File: src/rtl/nes_multi_pad_reader_pkg.sv
`default_nettype none
// ============================================================================
//  Module      : nes_pkg
//  Description : Shared types and constants for the NES/SNES pad reader:
//                transaction state encoding and NES button bit positions.
//  Revision    : 1.0 - initial release
// ============================================================================
package nes_pkg;

    // Serial transaction phases
    typedef enum logic [2:0] {
        IDLE  = 3'd0,
        LATCH = 3'd1,
        FIRST = 3'd2,
        LOW   = 3'd3,
        HIGH  = 3'd4,
        DONE  = 3'd5
    } state_t;

    // Bit position of each button inside one pad's BITS-wide field
    localparam int BTN_A      = 0;
    localparam int BTN_B      = 1;
    localparam int BTN_SELECT = 2;
    localparam int BTN_START  = 3;
    localparam int BTN_UP     = 4;
    localparam int BTN_DOWN   = 5;
    localparam int BTN_LEFT   = 6;
    localparam int BTN_RIGHT  = 7;

endpackage : nes_pkg
`default_nettype wire

File: src/rtl/nes_input_sync.sv
`default_nettype none
// ============================================================================
//  Module      : nes_input_sync
//  Description : Two-flop synchronizer for the asynchronous pad data lines.
//                Resets to all-ones, i.e. the released (pulled-up) level.
//  Revision    : 1.0 - initial release
// ============================================================================
module nes_input_sync #(
    parameter int WIDTH = 2
) (
    input  logic             clk,
    input  logic             reset,
    input  logic [WIDTH-1:0] i_async,
    output logic [WIDTH-1:0] o_sync
);

    logic [WIDTH-1:0] r_meta;
    logic [WIDTH-1:0] r_sync;

    // Two-stage resynchronisation of every data line
    always_ff @(posedge clk) begin
        if (reset) begin
            r_meta <= '1;
            r_sync <= '1;
        end else begin
            r_meta <= i_async;
            r_sync <= r_meta;
        end
    end

    assign o_sync = r_sync;

endmodule : nes_input_sync
`default_nettype wire

File: src/rtl/nes_multi_pad_reader.sv
`default_nettype none
// ============================================================================
//  Module      : nes_multi_pad_reader
//  Description : Reads NUM_PADS NES/SNES pads in parallel over one shared
//                latch/clock pair. Publishes per-frame button state, press
//                edges and a one-cycle valid strobe after each poll.
//  Revision    : 1.0 - initial release
// ============================================================================
module nes_multi_pad_reader
    import nes_pkg::*;
#(
    parameter int NUM_PADS    = 2,
    parameter int BITS        = 8,
    parameter int HALF_PERIOD = 150,
    parameter int AUTO_POLL   = 0,
    parameter int POLL_PERIOD = 419583
) (
    input  logic                     clk,
    input  logic                     reset,
    input  logic                     poll_req,
    input  logic [NUM_PADS-1:0]      nes_data,
    output logic                     nes_latch,
    output logic                     nes_clk,
    output logic [NUM_PADS*BITS-1:0] buttons,
    output logic [NUM_PADS*BITS-1:0] pressed,
    output logic                     valid,
    output logic                     busy
);

    // LATCH is the longest phase (two half-periods), so it sizes the counter
    localparam int HP_W = $clog2(2 * HALF_PERIOD);
    localparam int BC_W = $clog2(BITS);
    localparam int TM_W = (POLL_PERIOD > 1) ? $clog2(POLL_PERIOD) : 1;

    state_t                            r_state;
    state_t                            w_state_next;
    logic   [HP_W-1:0]                 r_hp_cnt;
    logic   [BC_W-1:0]                 r_bit_cnt;
    logic                              r_pending;
    logic                              r_latch;
    logic                              r_clk;
    logic   [NUM_PADS-1:0][BITS-1:0]   r_shift;
    logic   [NUM_PADS-1:0][BITS-1:0]   r_buttons;
    logic   [NUM_PADS-1:0][BITS-1:0]   r_pressed;
    logic                              r_valid;
    logic   [NUM_PADS-1:0][BITS-1:0]   w_new_buttons;
    logic   [NUM_PADS-1:0]             w_data_sync;
    logic                              w_wrap;
    logic                              w_trigger;
    logic                              w_start;
    logic                              w_sample;
    logic                              w_last_sample;
    logic                              w_hp_last;
    logic                              w_latch_last;

    nes_input_sync #(
        .WIDTH (NUM_PADS)
    ) u_sync (
        .clk     (clk),
        .reset   (reset),
        .i_async (nes_data),
        .o_sync  (w_data_sync)
    );

    // Free-running poll timer; exists only in auto-poll builds
    if (AUTO_POLL != 0) begin : g_auto_timer
        logic [TM_W-1:0] r_timer;

        // Count 0..POLL_PERIOD-1 regardless of transaction activity
        always_ff @(posedge clk) begin
            if (reset) begin
                r_timer <= '0;
            end else if (r_timer == TM_W'(POLL_PERIOD - 1)) begin
                r_timer <= '0;
            end else begin
                r_timer <= r_timer + 1'b1;
            end
        end

        assign w_wrap = (r_timer == TM_W'(POLL_PERIOD - 1));
    end else begin : g_no_timer
        assign w_wrap = 1'b0;
    end

    assign w_trigger    = (AUTO_POLL != 0) ? w_wrap : poll_req;
    assign w_hp_last    = (r_hp_cnt == HP_W'(HALF_PERIOD - 1));
    assign w_latch_last = (r_hp_cnt == HP_W'(2 * HALF_PERIOD - 1));

    // Next-state decode and sample strobes for the serial transaction
    always_comb begin
        w_state_next  = r_state;
        w_start       = 1'b0;
        w_sample      = 1'b0;
        w_last_sample = 1'b0;
        case (r_state)
            IDLE: begin
                if (r_pending || w_trigger) begin
                    w_start      = 1'b1;
                    w_state_next = LATCH;
                end
            end
            LATCH: begin
                if (w_latch_last) begin
                    w_state_next = FIRST;
                end
            end
            FIRST: begin
                if (w_hp_last) begin
                    w_sample     = 1'b1;
                    w_state_next = LOW;
                end
            end
            LOW: begin
                if (w_hp_last) begin
                    w_state_next = HIGH;
                end
            end
            HIGH: begin
                if (w_hp_last) begin
                    w_sample = 1'b1;
                    if (r_bit_cnt == BC_W'(BITS - 1)) begin
                        w_last_sample = 1'b1;
                        w_state_next  = DONE;
                    end else begin
                        w_state_next  = LOW;
                    end
                end
            end
            DONE: begin
                w_state_next = IDLE;
            end
            default: begin
                w_state_next = IDLE;
            end
        endcase
    end

    // Final frame: shift registers with the top bit taken straight from the line
    always_comb begin
        w_new_buttons = r_shift;
        for (int p = 0; p < NUM_PADS; p++) begin
            w_new_buttons[p][BITS-1] = ~w_data_sync[p];
        end
    end

    // State, counters, pending flag, pad outputs and published button state
    always_ff @(posedge clk) begin
        if (reset) begin
            r_state   <= IDLE;
            r_hp_cnt  <= '0;
            r_bit_cnt <= '0;
            r_pending <= 1'b0;
            r_latch   <= 1'b0;
            r_clk     <= 1'b1;
            r_shift   <= '0;
            r_buttons <= '0;
            r_pressed <= '0;
            r_valid   <= 1'b0;
        end else begin
            r_state <= w_state_next;

            // Half-period counter restarts on every phase change, parked in IDLE
            if (r_state == IDLE || w_state_next != r_state) begin
                r_hp_cnt <= '0;
            end else begin
                r_hp_cnt <= r_hp_cnt + 1'b1;
            end

            // Bit index of the next sample; stops at BITS-1
            if (w_start) begin
                r_bit_cnt <= '0;
            end else if (w_sample && !w_last_sample) begin
                r_bit_cnt <= r_bit_cnt + 1'b1;
            end

            // One held request; a trigger that starts the reader directly is not held
            r_pending <= (r_pending & ~w_start) | (w_trigger & (r_state != IDLE));

            // Outputs follow the upcoming state so they are glitch-free registers
            r_latch <= (w_state_next == LATCH);
            r_clk   <= (w_state_next != LOW);

            if (w_sample) begin
                for (int p = 0; p < NUM_PADS; p++) begin
                    r_shift[p][r_bit_cnt] <= ~w_data_sync[p];
                end
            end

            // Publish on entry to DONE so valid coincides with the new values
            if (w_last_sample) begin
                r_buttons <= w_new_buttons;
                r_pressed <= w_new_buttons & ~r_buttons;
                r_valid   <= 1'b1;
            end else begin
                r_pressed <= '0;
                r_valid   <= 1'b0;
            end
        end
    end

    assign nes_latch = r_latch;
    assign nes_clk   = r_clk;
    assign buttons   = r_buttons;
    assign pressed   = r_pressed;
    assign valid     = r_valid;
    assign busy      = (r_state != IDLE);

endmodule : nes_multi_pad_reader
`default_nettype wire

File: config.mk
export PLATFORM = sky130hd
export DESIGN_NAME = nes_multi_pad_reader
export DESIGN_NICKNAME = d
export VERILOG_FILES = /design/src/rtl/nes_multi_pad_reader_pkg.sv /design/src/rtl/nes_input_sync.sv /design/src/rtl/nes_multi_pad_reader.sv
export SDC_FILE = /design/constraint.sdc
export NUM_CORES = 1
export LEC_CHECK = 0
export CAP_MARGIN = 20
export CORE_MARGIN = 3
export CORE_UTILIZATION = 30
export CTS_BUF_LIST = sky130_fd_sc_hd__clkbuf_4
export DETAILED_ROUTE_END_ITERATION = 6
export GPL_TIMING_DRIVEN = 0
export SLEW_MARGIN = 20
export SYNTH_ARGS = -nofsm -noshare
export SYNTH_HDL_FRONTEND = slang
export SYNTH_SLANG_ARGS = --single-unit
File: constraint.sdc
create_clock -name clk -period 2 [get_ports clk]
set_input_delay 0.3 -clock clk [delete_from_list [all_inputs] [get_ports clk]]
set_output_delay 0.3 -clock clk [all_outputs]
set_load 0.01 [all_outputs]
==> impl_metrics.yaml <==
critical_path:
  required_ps: 2350
  cpPeakStageDelay_ps: 370
  crit_type: "register to register"
  path_common_cell: "buf_6"
  crit_family: "simple AND/OR/NAND/NOR gates"
  start_kind: "register"
  cp-end-kind: "register"
  crit_arrival_ps: 2240
  path_cells: "inv_1, ha_2, and4bb_2, nand2_4, or3_1, buf_6, buf_6, nor3b_2"
  cp_max_fo: 10
  crit_slowest_cell: "or3_1"
  cp_num_buf_inv: 3
sta:
  fin_skew_ps: 19.6
  rsz0062_at_grt: "no"
  worstMarginPinSlew_ps: 507
  fmax_mhz: 532
  finalCritPeriodShare_pct: 94.0
  setup_viol: 0
  setup_ws_ps: 119
  slew-limit-headroom_pct: 65.7
  slew_violations: 0
  timing.hold.ws_ps: 419
  layout_min_cycle_time_ps: 1880
  finalHoldViolCount: 0
synth:
  synth.area.mux_share_pct: 3.70
  async_flop_share_pct: 0
  ys_seq_area_share_pct: 51.1
  synth-simple-area-share_pct: 29.1
  ys_types: 47
  syn_area_mm2: 0.00271
  synthXorXnorAreaFrac_pct: 2.91
  synth_seq_cells: 69
  syn_inst: 278
  synth-main-ff-cell: "dfxtp_1"
  synth_fa_ha_area_share_pct: 1.85
  synth_top_family_by_area: "simple AND/OR/NAND/NOR gates"
  synth.net_count: 287
  yosys_warnings: 0
  syn_avg_cell_area_um2: 9.73
  synth-edff-count: 0
  synth-compound-area-share_pct: 8.74
hold_path:
  min_path_type: "register to register"
routing:
  drc: 0
  route.final.wire_length_um: 5650
  drt_iter0_drc: 74
  vias_per_cell: 4.65
  avgRoutedWirePerCell_um: 12.7
  final_antenna_net_count: 0
  dr.pass1.iters: 4
  num_vias: 2068
power:
  powerDensity_mw_per_mm2: 721
  p_leak_nw: 1.20
  pwr-share-comb_pct: 3.7
  ir_drop_mv: 0.435
  switchingPower_mw: 0.580
  p_total_mw: 2.53
  internal-power_mw: 1.94
  p_seq_share_pct: 55.5
  swShare_pct: 23.0
  clock_power_share_pct: 40.8
place:
  dp_slack_ps: -139
  place_inst: 426
  io_buffer_count: 40
  post-dp-hpwl_um: 3960
  gp_congestion: 0.820
cells_and_area:
  fill_cells: 862
  fin_util_pct: 40.2
  nets: 341
  syn2layout_area_growth_pct: 29.5
  layout_common_cells: "dfxtp_1 (61), nand2_1 (39), clkdlybuf4s50_1 (39)"
  final_common_cell: "dfxtp_1"
  multi_input_area_mm2: 0.00128
  drive_gt1_share_pct: 19.6
  diodes: 0
  fin_cells: 445
  register_area_mm2: 0.00139
clocking:
  clock-sinks: 69
  cts-root-buf: "clkbuf_4"
  cts.path.max_buffers: 2
  clk_pin_slew_ps: 110
  htreeDepth: 3
  cts_tree: "built"
  cts_buffers: 9
  clk_latency_ps: 430
global_routing:
  grt_start_max_net_pins: 14
  overflow: 0
  antenna_found_initial: 0
  track_usage_pct: 11.8
  grt_pass1_vias: 1956
  grt_pass1_wl_um: 9380
die:
  start_util_pct: 31.0
  die_w_um: 101
  dieArea_mm2: 0.0102
  fp.dieH_um: 101
  core-area_mm2: 0.00872
  num_rows: 34
  ios: 41
run:
  drv_cap: 0
outcome:
  status: "complete, no violations"
==> per-layer routing <==
metal / global-route usage [%] / share of wire [%] / up-vias
met4: 4.60 / 1.5 / 0
li1: - / - / 1062
met1: 14.8 / 47 / 963
met3: 4.29 / 5.2 / 9
met5: 0 / 0 / -
met2: 18.6 / 46 / 34
==> worst reg2reg max path, delay by kind of cell (launching register included) <==
kind / cells / cell delay [ps]
and+or+nand+nor: 4 / 940
buffers and inverters: 3 / 360
DFF: 1 / 350
adders and majority gates: 1 / 180
==> metrics by stage <==
stage	area [µm²]	TNS, ps
after floorplan	2710	0
after global placement	3240	-791
after detailed placement	3240	-1770
after CTS	3440	0
after global routing	3500	0
final	3500	0
==> layout make-up <==
class	count	share of cell area, %
clock inverters	7	2.82
plain buffers	10	1.89
multi-input cells	193	36.7
repair buffers	45	12.6
clock buffers	9	1.93
flip-flops and latches	69	39.8
well taps	108	3.86
inverters	4	0.429
==> state kept, by name, indices dropped and copies added, names as in the netlist <==
register	count
pressed	16
r_hp_cnt	9
r_state	3
r_bit_cnt	3
r_pending	1
r_shift	14
valid	1
u_sync.o_sync	2
u_sync.r_meta	2
buttons	16
nes_latch	1
nes_clk	1
==> Yosys cell counts (2+ instances only) <==
cell type / instances / share of area (%)
nor2_1: 19 / 2.6
a211oi_1: 2 / 0.55
clkbuf_1: 8 / 1.1
and4bb_2: 2 / 0.92
ha_1: 4 / 1.9
or2_2: 8 / 1.9
mux2i_1: 10 / 3.7
nand2b_1: 11 / 2.5
nand3b_1: 2 / 0.55
inv_1: 4 / 0.55
nor3b_1: 9 / 2.5
or3_1: 3 / 0.69
nand2_1: 39 / 5.4
nor3_1: 5 / 0.92
nand3_1: 6 / 1.1
o21ai_0: 4 / 0.74
nor3b_2: 9 / 4.2
xor2_1: 3 / 0.97
and2_1: 4 / 0.92
buf_2: 3 / 0.55
dfxtp_1: 69 / 51
nor2b_1: 2 / 0.46
a311oi_1: 2 / 0.65
a21oi_1: 20 / 3.7
xnor2_1: 6 / 1.9
and3_1: 3 / 0.69
==> worst paths after layout <==
path,end,startpoint,depth (start not counted),slack [ps]
setup / recovery,pressed[4],r_hp_cnt[1],8,120
hold / removal,u_sync.o_sync[1],u_sync.r_meta[1],1,420
setup reg to reg,pressed[4],r_hp_cnt[1],8,120
hold reg to reg,u_sync.o_sync[1],u_sync.r_meta[1],1,420
==> power by group through the flow <==
| stage | clock network (mW) | logic (mW) | registers [mW] |
|---|---|---|---|
| 2_1_floorplan | 0 | 0.0569 | 1.42 |
| 3_3_place_gp | 0 | 0.0951 | 1.42 |
| 3_5_place_dp | 0 | 0.0953 | 1.42 |
| 4_1_cts | 1.07 | 0.0940 | 1.40 |
| 5_1_grt | 1.12 | 0.103 | 1.40 |
| 6_report | 1.03 | 0.0926 | 1.40 |
==> cells by family (layout without fill, tap and decap cells) <==
family                     after synthesis  count (layout)
buffers and inverters                   16              75
and+or+nand+nor                        132             132
xor gates and xnor gates                 9               9
AOI/OAI and AO/OA                       38              38
DFF                                     69              69
muxes                                   10              10
adders and majority gates                4               4
==> timing repair <==
item | 4_1_cts | 5_1_grt
pin swaps | 2 | 2
setup endpoints to repair | 35 | 39
resized for setup | 10 | 15
hold buffers | 0 | 0
buffers inserted | 1 | 4
Power figures use the tool's default switching activity.
